<file path="src/rtl/a_secuenciador_mem.sv">
// Request sequencer in front of a 32x32 level-sensitive memory.
// Single/burst reads and fill-writes; each write strobe follows a setup cycle,
// and each read word is parked in a registered response channel.
module a_secuenciador_mem #(
  parameter int AW = 5,
  parameter int DW = 32
) (
  input  logic          clk,
  input  logic          rst_n,
  input  logic          req_valid,
  output logic          req_ready,
  input  logic          req_wr,
  input  logic [AW-1:0] req_addr,
  input  logic [AW-1:0] req_len,
  input  logic [DW-1:0] req_wdata,
  output logic          rsp_valid,
  input  logic          rsp_ready,
  output logic [DW-1:0] rsp_data,
  output logic          rsp_last,
  output logic          done,
  output logic [AW-1:0] mem_index,
  output logic          mem_R_B,
  output logic          mem_w_B,
  output logic [DW-1:0] mem_DATA,
  input  logic [DW-1:0] mem_DATA_OUT
);

  typedef enum logic [2:0] {IDLE, W_SETUP, W_STROBE, R_STROBE, RESP} state_t;

  state_t        state_q, state_d;
  logic [AW-1:0] len_q, len_d;
  logic [AW-1:0] cnt_q, cnt_d;
  // mem_index_q doubles as the running burst address
  logic [AW-1:0] mem_index_q, mem_index_d;
  logic [DW-1:0] mem_data_q, mem_data_d;
  logic          mem_r_b_q, mem_r_b_d;
  logic          mem_w_b_q, mem_w_b_d;
  logic          req_ready_q, req_ready_d;
  logic          rsp_valid_q, rsp_valid_d;
  logic [DW-1:0] rsp_data_q, rsp_data_d;
  logic          rsp_last_q, rsp_last_d;
  logic          done_q, done_d;

  // Next state and next registered outputs
  always_comb begin
    state_d     = state_q;
    len_d       = len_q;
    cnt_d       = cnt_q;
    mem_index_d = mem_index_q;
    mem_data_d  = mem_data_q;
    mem_r_b_d   = 1'b0;
    mem_w_b_d   = 1'b0;
    rsp_valid_d = rsp_valid_q;
    rsp_data_d  = rsp_data_q;
    rsp_last_d  = rsp_last_q;
    done_d      = 1'b0;
    case (state_q)
      IDLE: begin
        // accept only when ready is actually visible (not on the first cycle out of reset)
        if (req_valid && req_ready_q) begin
          len_d       = req_len;
          cnt_d       = '0;
          mem_index_d = req_addr;
          if (req_wr) begin
            mem_data_d = req_wdata;
            state_d    = W_SETUP;
          end else begin
            mem_data_d = '0;
            mem_r_b_d  = 1'b1;
            state_d    = R_STROBE;
          end
        end
      end
      W_SETUP: begin
        mem_w_b_d = 1'b1;
        state_d   = W_STROBE;
      end
      W_STROBE: begin
        // new index is launched on the same edge the strobe drops
        if (cnt_q == len_q) begin
          done_d  = 1'b1;
          state_d = IDLE;
        end else begin
          mem_index_d = mem_index_q + AW'(1);
          cnt_d       = cnt_q + AW'(1);
          state_d     = W_SETUP;
        end
      end
      R_STROBE: begin
        rsp_data_d  = mem_DATA_OUT;
        rsp_last_d  = (cnt_q == len_q);
        rsp_valid_d = 1'b1;
        state_d     = RESP;
      end
      RESP: begin
        if (rsp_ready) begin
          rsp_valid_d = 1'b0;
          if (rsp_last_q) begin
            done_d  = 1'b1;
            state_d = IDLE;
          end else begin
            mem_index_d = mem_index_q + AW'(1);
            cnt_d       = cnt_q + AW'(1);
            mem_r_b_d   = 1'b1;
            state_d     = R_STROBE;
          end
        end
      end
      default: state_d = IDLE;
    endcase
    req_ready_d = (state_d == IDLE);
  end

  // State and output registers, synchronous active-low clear
  always_ff @(posedge clk) begin
    if (!rst_n) begin
      state_q     <= IDLE;
      len_q       <= '0;
      cnt_q       <= '0;
      mem_index_q <= '0;
      mem_data_q  <= '0;
      mem_r_b_q   <= 1'b0;
      mem_w_b_q   <= 1'b0;
      req_ready_q <= 1'b0;
      rsp_valid_q <= 1'b0;
      rsp_data_q  <= '0;
      rsp_last_q  <= 1'b0;
      done_q      <= 1'b0;
    end else begin
      state_q     <= state_d;
      len_q       <= len_d;
      cnt_q       <= cnt_d;
      mem_index_q <= mem_index_d;
      mem_data_q  <= mem_data_d;
      mem_r_b_q   <= mem_r_b_d;
      mem_w_b_q   <= mem_w_b_d;
      req_ready_q <= req_ready_d;
      rsp_valid_q <= rsp_valid_d;
      rsp_data_q  <= rsp_data_d;
      rsp_last_q  <= rsp_last_d;
      done_q      <= done_d;
    end
  end

  assign req_ready = req_ready_q;
  assign rsp_valid = rsp_valid_q;
  assign rsp_data  = rsp_data_q;
  assign rsp_last  = rsp_last_q;
  assign done      = done_q;
  assign mem_index = mem_index_q;
  assign mem_R_B   = mem_r_b_q;
  assign mem_w_B   = mem_w_b_q;
  assign mem_DATA  = mem_data_q;

endmodule
</file>
<file path="config.mk">
export PLATFORM = sky130hd
export DESIGN_NAME = a_secuenciador_mem
export DESIGN_NICKNAME = d
export VERILOG_FILES = /design/src/rtl/a_secuenciador_mem.sv
export SDC_FILE = /design/constraint.sdc
export NUM_CORES = 1
export LEC_CHECK = 0
export ABC_CLOCK_PERIOD_IN_PS = 1400
export CORE_ASPECT_RATIO = 0.5
export CORE_UTILIZATION = 28
export DETAILED_ROUTE_END_ITERATION = 8
export GPL_TIMING_DRIVEN = 0
export PLACE_DENSITY_LB_ADDON = 0.15
export SLEW_MARGIN = 20
export SYNTH_ARGS = -nofsm -noshare
export SYNTH_HDL_FRONTEND = slang
export SYNTH_SLANG_ARGS = --single-unit
</file>
<file path="constraint.sdc">
create_clock -name clk -period 1.4 [get_ports clk]
set_input_delay 0.28 -clock clk [delete_from_list [all_inputs] [get_ports clk]]
set_output_delay 0.28 -clock clk [all_outputs]
set_load 0.03 [all_outputs]
</file>
==> results of run 1 <==
-- worst max-delay path: cells and delay by family, from the launching register on --
kind,cells,cell delay [ns]
AND/OR/NAND/NOR,3,0.57
AO/OA/AOI/OAI,1,0.08
buffers and inverters,3,0.46
flip-flops,1,0.36
-- repair_timing --
item / 4_1_cts / 5_1_grt
gates cloned: 5 / 4
setup buffers: 38 / 10
gates resized for setup: 200 / 179
pin swaps: 57 / 84
setup endpoints to repair: 161 / 104
-- stage by stage --
stage | hold WS (ns) | instances | TNS (ns) | area (µm²) | total power [µW]
finish | 0.324 | 799 | -6.26 | 7130 | 7280
global route | 0.333 | 799 | -11.55 | 7130 | 7600
CTS | 0.328 | 791 | -5.32 | 6420 | 7160
detailed placement | 0.443 | 735 | -43.98 | 5310 | 3920
global placement | 0.437 | 735 | -41.52 | 5310 | 3920
floorplan | 0.416 | 419 | -0.597 | 3590 | 3390
-- power by group --
| group | internal, µW | switching, µW | total (µW) |
|---|---|---|---|
| Clock | 1860 | 996 | 2850 |
| Combinational | 848 | 890 | 1740 |
| Sequential | 2600 | 85.2 | 2690 |
-- layout make-up --
class                           count  area (µm²)  area share, %
Timing Repair Buffer              200        2040           28.7
Tap cell                          165         206           2.90
Clock inverter                      4        98.8           1.39
Clock buffer                       12         258           3.62
Inverter                            3        13.8          0.193
Multi-Input combinational cell    295        2420           33.9
Buffer                             32         287           4.02
Sequential cell                    88        1810           25.3
-- synthesized netlist by cell type (2+ instances only) --
master                       n
sky130_fd_sc_hd__dfxtp_1    88
sky130_fd_sc_hd__nor2_1     12
sky130_fd_sc_hd__nand3_1    39
sky130_fd_sc_hd__o311ai_0    2
sky130_fd_sc_hd__nand2_1   111
sky130_fd_sc_hd__o41ai_2     2
sky130_fd_sc_hd__nor3_1      4
sky130_fd_sc_hd__nor4_4      2
sky130_fd_sc_hd__o311ai_1    4
sky130_fd_sc_hd__and3_1      5
sky130_fd_sc_hd__inv_2       2
sky130_fd_sc_hd__xnor2_1     5
sky130_fd_sc_hd__a21oi_1    75
sky130_fd_sc_hd__a41o_1      2
sky130_fd_sc_hd__o31ai_1     4
sky130_fd_sc_hd__o211ai_1    2
sky130_fd_sc_hd__nand2b_1    2
sky130_fd_sc_hd__clkbuf_1   15
sky130_fd_sc_hd__ha_1        2
sky130_fd_sc_hd__o311a_1     2
sky130_fd_sc_hd__buf_6       3
sky130_fd_sc_hd__and2_1      2
sky130_fd_sc_hd__buf_1       2
sky130_fd_sc_hd__buf_2      13
sky130_fd_sc_hd__o21ai_0     2
-- routing by layer --
metal | routed length [µm] | GRT usage, %
met1 | 5440 | 22.8
met2 | 5770 | 29.6
met3 | 692 | 5.21
met4 | 60 | 3.85
met5 | 0 | 0
-- path summary, 6_finish.rpt --
path	to	slack, ns	cells past startpoint
min	cnt_q[1]$_SDFFE_PN0P_	0.32	3
min reg2reg	mem_DATA[16]$_SDFFE_PN0P_	0.45	2
max	mem_index[4]$_SDFFE_PN0P_	-0.21	7
max reg2reg	mem_index[4]$_SDFFE_PN0P_	-0.21	7
-- cells by family after synthesis --
| logic type | count (synthesis) | synth area share [%] |
|---|---|---|
| flops | 88 | 50.6 |
| compound gates | 100 | 16.9 |
| xor+xnor | 6 | 2.05 |
| buf+inv | 36 | 5.00 |
| fa+ha+maj | 2 | 0.719 |
| simple gates | 186 | 24.4 |
| mux | 1 | 0.288 |
-- flip-flops by register name, indices dropped and copies added (netlist names), 3 cells and up --
signal,cells
state_q,3
len_q,5
cnt_q,5
mem_index,5
rsp_data,32
mem_DATA,32
==> impl.org, run 1 <==
** Critical path
- Endpoint kind of the worst setup timing path :: flip-flop
- STA puts the critical path data arrival time at 1.80 ns.
- Stage delay of the slowest cell on the critical path :: approximately 0.36 ns
- FF-to-FF Start :: state_q[2]$_SDFF_PN0_
- By instance count, the cell type seen most on the critical path is sky130_fd_sc_hd__buf_6.
- The critical path in this run is classified as flip-flop to flip-flop.
- In this run the worst setup path begins at state_q[2]$_SDFF_PN0_.
- Walking the worst path, the cells encountered are buf_6, nand2b_4, nor4_4, buf_4, or2_1, buf_6, o31ai_1.
- Data on the critical path is required at its endpoint by ~1.6 ns.
- Crit-path max FO :: 8
- The largest individual stage delay along the critical path comes from the cell sky130_fd_sc_hd__dfxtp_4.
- Kind of start point of the critical path :: flip-flop

** Flow run
- Max_cap viols :: 0

** Timing
- Measured against its own limit, the worst slew margin works out to between 40% and 50%.
- Fmax :: between 0.6 and 0.7 GHz
- Min cycle time layout :: ~1.6 ns
- Setup repair after global routing could not meet its margin everywhere.
- Final hold viol count :: 0
- Setup violations remaining at the end of the flow were counted as a little under 80.
- Worst Slack Setup Final :: -0.206 ns
- Final Max Slew Viols :: 0
- In the finished design, the share of the clock period the worst path needs comes to 115%.
- At the pin with the least slew margin, the transition time is 0.799 ns.
- For the final database, setup skew stands at roughly 0.007 ns.

** Clock tree
- Clock latency at the later pin of the worst-skew pair :: ~0.33 ns
- The tree is rooted in a sky130_fd_sc_hd__clkbuf_16.
- TritonCTS built the clock tree.
- Cts hold-fix bufs :: 0
- CTS built an H-tree with a depth of 3.
- Number of buffers on the longest clock path :: 2
- Clk slew on worst S/H paths :: 0.06 ns
- Clock sink count :: 88
- Number of clock buffers inserted by TritonCTS :: 9

** Placed design
- The HPWL after detailed placement is ~7 mm.
- Minimum setup slack after placement :: -0.794 ns
- PortBufs :: between 150 and 200
- Weighted congestion at the end of routability-driven global placement :: 0.733

** Final layout
- For this run, the share of the core covered by cells in the final layout is 59.7%.
- Cells with a size suffix above 1 make up a little over two fifths of the layout.
- Layout Nets :: 710
- The library cell used most frequently in the layout, excluding fill and tap cells, is sky130_fd_sc_hd__clkdlybuf4s50_1.
- In the layout the commonest cells are sky130_fd_sc_hd__clkdlybuf4s50_1, sky130_fd_sc_hd__dfxtp_1, sky130_fd_sc_hd__nand2_1.
- Relative to the synthesized area, the layout overhead comes to 105%.
- Number of antenna cells inserted :: 0
- Fill cell total of the finished layout :: 1053

** Routing
- WL/cell :: between 10 and 15 µm
- The first detailed-routing pass took 4 iterations.
- Detailed routing inserted a total of 3751 vias.
- Once detail routing completed, the nets flagged for antenna violations numbered 0.
- In the routed design, unresolved DRC markers number 0.
- Detailed router's first-iteration violation count :: roughly 200
- Via density per instance :: approximately 4.7
- The final layout contains routed wiring with a total length of around 12 mm.

** Logic synthesis
- Of the synthesized area, sequential elements account for between 50% and 60%.
- In this run, synthesis inferred 0 flip-flops with an integrated enable.
- Avg Inst Size Synth :: roughly 8.3 µm²
- In this run, synthesis produced a sequential element count of 88.
- Total of warnings raised by yosys :: 0
- In this run the biggest area consumer among cell types represents 50.6% of the synthesized area.
- Number of distinct standard cells referenced by the synthesized netlist :: 42
- The synthesized netlist occupies a cell area of 3480 µm².
- For this run, the leading register cell type out of synthesis is sky130_fd_sc_hd__dfxtp_1.
- Cell count after synthesis :: roughly 420
- Sorting the synthesized cells by area gives the leading types as sky130_fd_sc_hd__dfxtp_1, sky130_fd_sc_hd__nand2_1, sky130_fd_sc_hd__a21oi_1.
- Post-synthesis cell type with the largest combined area :: sky130_fd_sc_hd__dfxtp_1
- Async set-reset flop share out of synthesis :: 0%
- Counting every net in the synthesized netlist gives 500.

** Die
- The floorplan step set the die height to between 80 and 90 µm.
- The initialized floorplan defines 28 standard-cell rows.
- Horiz. Die Dim :: approximately 160 µm
- The die covers roughly 13000 µm².
- Initial core utilization :: approximately 30%
- 154 I/O pins were placed.
- The region available for standard cell placement spans around 12000 µm².

** Global route
- Wire length of the first global-routing pass :: approximately 18 mm
- Vias in the first global route :: approximately 3600
- Total gr overflow :: 0
- Pin count of the biggest net entering global routing :: 15
- GRT Total Usage :: 17.7%
- Initial antenna violation count :: 0

** Power
- The worst-case IR drop observed on VDD is a little under 0.6 mV.
- Power Density :: just over 1000 nW/µm²
- The analysis attributes to cell leakage a power of around 0.0029 µW.

** Min path
- Worst hold path type :: input pin to flip-flop
- In this run the most critical hold path is launched from rst_n.

** Run status
- Failing checks :: setup timing
- The flow ran to the end, but the final reports show violations.
No activity file was read; power rests on OpenSTA's default activity.
==> run 2, diff against run 1 <==
--- a/config.mk
+++ b/config.mk
@@ -7,6 +7,7 @@
 export LEC_CHECK = 0
 export ABC_CLOCK_PERIOD_IN_PS = 1400
 export CORE_ASPECT_RATIO = 0.5
+export CORE_MARGIN = 8
 export CORE_UTILIZATION = 28
 export DETAILED_ROUTE_END_ITERATION = 8
 export GPL_TIMING_DRIVEN = 0
==> run 2 against run 1 <==
Compared with the run above:
- the flow still finishes with violations (setup timing)
- maximum frequency up 2.2%
- via count down 2.2%
- register-to-register slack better by 0.03 ns
- highest routed layer unchanged
==> impl.org, run 2 (synthesized netlist as in run 1, its figures left out) <==
** Timing
- Final hold viol count :: 0
- Final setup violation count :: 65
- Setup repair after global routing could not meet its margin everywhere.
- Tightest slew margin relative to the limit :: 51.5%
- WHS :: approximately 0.37 ns
- Fmax :: approximately 0.64 GHz
- The routed design could run at a clock period as short as 1.57 ns.
- At the pin with the least slew margin, the transition time is approximately 0.73 ns.
- Worst Slack Setup Final :: -0.173 ns
- Layout Skew :: 0.00822 ns
- For the final routed database, the setup TNS stands at -4.74 ns.
- Final worst-path cycle share :: 112%
- The final count of pins violating max slew was 0.

** Global route
- Entering global routing, the biggest net connects 15 pins.
- Initial antenna violation count :: 0
- The first global-routing pass estimated between 15 and 20 mm of wire.
- Global routing finished with a remaining overflow of 0.
- GRT Total Usage :: 14.4%
- The number of global-route vias before repair was approximately 3500.

** Clock tree
- Clock sink count :: between 80 and 90
- Counting along the longest clock path gives a buffer depth of 2.
- Clock Root Buffer :: sky130_fd_sc_hd__clkbuf_16
- The number of hold buffers added after CTS was 0.
- Clk slew on worst S/H paths :: about 0.060 ns
- Clock latency at the later pin of the worst-skew pair :: ~0.34 ns
- TritonCTS built the clock tree.
- Number of H-tree branching levels :: 3
- Number of clock buffers inserted by TritonCTS :: 9

** Die
- In this run the core area contains 28 standard-cell rows.
- Horiz. Die Dim :: roughly 170 µm
- During I/O placement, the number of pins put on the boundary was 154.
- Core ar. :: ~12000 µm²
- The die covers 16500 µm².
- Initial core utilization :: about 29%
- In this run the vertical extent of the chip is 94.8 µm.

** Critical path
- Number of buffers and inverters on the critical path :: 2
- Reg-to-reg critical path endpoint :: cnt_q[0]$_SDFFE_PN0P_
- Startpoint-to-endpoint class of the critical path :: flip-flop to flip-flop
- Across all register-to-register paths, the minimum setup slack is -0.17 ns.
- Of all nets on the critical path, the largest fanout is 3.
- FF-to-FF Start :: len_q[0]$_SDFFE_PN0P_
- Kind of start point of the critical path :: flip-flop
- Stage delay of the slowest cell on the critical path :: ~0.47 ns
- STA classifies the critical path endpoint as a flip-flop.
- CP max stage cell :: sky130_fd_sc_hd__or4_4
- Arrival time reported for the critical path endpoint :: around 1.8 ns
- STA puts the critical path data required time at 1.66 ns.
- Cell class contributing the biggest share of worst-path delay :: simple AND/OR/NAND/NOR gates
- The worst register-to-register path has a depth of 7.
- The critical path goes through xnor2_4, nand3_2, nor4_4, buf_4, buf_6, or4_4, a21oi_2.

** Placed design
- Post-DP HPWL :: slightly above 8 mm
- Post-placement cell count :: between 700 and 800
- At the end of routability-driven placement, the weighted congestion stood at 0.744.
- During placement, the flow inserted port buffers numbering approximately 150.
- Minimum setup slack after placement :: -0.806 ns

** Final layout
- The layout has 1130 filler cells.
- P&R area growth vs syn :: 85.6%
- Of the cells placed in the final design, the portion with a size suffix greater than 1 is around 29%.
- Number of antenna cells inserted :: 0
- After the flow finishes, the layout carries non-filler instances totaling 793.
- The library cell used most frequently in the layout, excluding fill and tap cells, is sky130_fd_sc_hd__nand2_1.
- After the last flow step, the layout net total stands at a little over 700.
- Most used cells in the layout excluding fill and tap cells :: sky130_fd_sc_hd__nand2_1, sky130_fd_sc_hd__clkdlybuf4s50_1, sky130_fd_sc_hd__dfxtp_1

** Power
- Highest ir drop seen on vdd :: slightly above 0.5 mV
- Static leakage :: 0.00262 µW
- Power Density :: around 1000 nW/µm²

** Routing
- The detail route stage leaves a number of antenna-violating nets equal to 0.
- After detailed routing, the met2 layer carries between 5 and 6 mm of wire.
- Summed over all layers, the routed wires come to ~13 mm.
- For this run, the detailed router's first-pass iteration total came to 4.
- Met3 wire len :: roughly 900 µm
- Highest routed metal layer :: met4
- In this run, the number of DRC markers left after iteration 0 of detailed routing was 158.
- DRC violation count after routing :: 0
- Number of vias in the routed layout :: 3668
- The detailed router put a total of around 5.9 mm of wire on met1.
- In the final routed layout, each cell accounts on average for between 15 and 20 µm.
- Via density per instance :: 4.63

** Flow run
- Max_cap viols :: 0

** Min path
- Worst hold stages :: 3
- Worst hold path type :: input pin to flip-flop
- Startpoint of the most critical hold path :: rst_n
- Endpoint of the worst hold-timing path :: cnt_q[1]$_SDFFE_PN0P_

** Run status
- Outcome :: finished with violations
- The checks that failed: setup timing.
-- run 2: cell types whose count changed in the layout (fill, tap and decap cells not counted), moves of 5 or more --
| cell | change |
|---|---|
| sky130_fd_sc_hd__nand3_1 | +28 |
| sky130_fd_sc_hd__nand3_2 | -22 |
| sky130_fd_sc_hd__clkdlybuf4s15_1 | +5 |
| sky130_fd_sc_hd__nand2_4 | -12 |
| sky130_fd_sc_hd__a21oi_2 | -38 |
| sky130_fd_sc_hd__buf_12 | -7 |
| sky130_fd_sc_hd__dlygate4sd2_1 | -7 |
| sky130_fd_sc_hd__buf_6 | +7 |
| sky130_fd_sc_hd__nand3_4 | -6 |
| sky130_fd_sc_hd__nand2_1 | +20 |
| sky130_fd_sc_hd__a21oi_1 | +38 |
| sky130_fd_sc_hd__nand2_2 | -8 |
-- run 2: routing by layer --
metal | global-route usage [%] | vias to the layer above
met5 | 0 | -
met4 | 4.03 | 0
met3 | 5.34 | 2
met2 | 22.3 | 108
met1 | 18.7 | 1707
li1 | - | 1851
-- run 2: how the worst max path moves through the flow --
stage                                startpoint                   endpoint  slack, ns  cells after the start
final                     len_q[0]$_SDFFE_PN0P_      cnt_q[0]$_SDFFE_PN0P_      -0.17                      7
after CTS                 cnt_q[0]$_SDFFE_PN0P_      cnt_q[0]$_SDFFE_PN0P_      -0.17                      7
after detailed placement              req_valid  mem_DATA[25]$_SDFFE_PN0P_      -0.81                      6
after global placement                req_valid  mem_DATA[18]$_SDFFE_PN0P_      -0.82                      6
after global routing      state_q[1]$_SDFF_PN0_  mem_index[2]$_SDFFE_PN0P_      -0.24                      7
after floorplan           state_q[1]$_SDFF_PN0_      cnt_q[3]$_SDFFE_PN0P_      -0.04                      6
-- run 2: where the power goes --
group	internal, µW	total [µW]	switching (µW)	leakage, µW
Sequential	2610	2700	89.2	0.000721
Combinational	679	1440	763	0.00176
Clock	1370	2350	987	0.000137
-- run 2: layout make-up --
type	count	area [µm²]	share of cell area, %
plain buffers	32	272	4.20
clock buffers	13	272	4.20
well taps	165	206	3.20
clock inverters	3	23.8	0.368
repair buffers	194	1860	28.9
multi-input cells	295	2010	31.1
inverters	3	13.8	0.213
flip-flops and latches	88	1800	27.9
-- run 2: worst min-delay path: stages --
cell	delay, ns
sky130_fd_sc_hd__clkbuf_1	0.18
sky130_fd_sc_hd__nand3_1	0.15
sky130_fd_sc_hd__o21ai_2	0.06
-- run 2: repair_timing --
item | in CTS | in global routing
buffers inserted | 30 | 11
pin swaps | 28 | 59
endpoints found under the setup margin | 161 | 107
cloned | 1 | 2
resized for setup | 157 | 121
-- run 2: through the flow --
step	power, µW	area, µm²	utilization, %
2_1_floorplan	3390	3590	-
3_3_place_gp	3930	5310	44.3
3_5_place_dp	3930	5310	44.3
4_1_cts	6440	6000	50.1
5_1_grt	6800	6460	53.9
6_report	6490	6460	53.9
==> run 3, diff against run 2 <==
--- a/config.mk
+++ b/config.mk
@@ -6,6 +6,7 @@
 export NUM_CORES = 1
 export LEC_CHECK = 0
 export ABC_CLOCK_PERIOD_IN_PS = 1400
+export CAP_MARGIN = 5
 export CORE_ASPECT_RATIO = 0.5
 export CORE_MARGIN = 8
 export CORE_UTILIZATION = 28
==> results of run 3 <==
The final DEF is identical to that of run 2; final timing and power are the same.
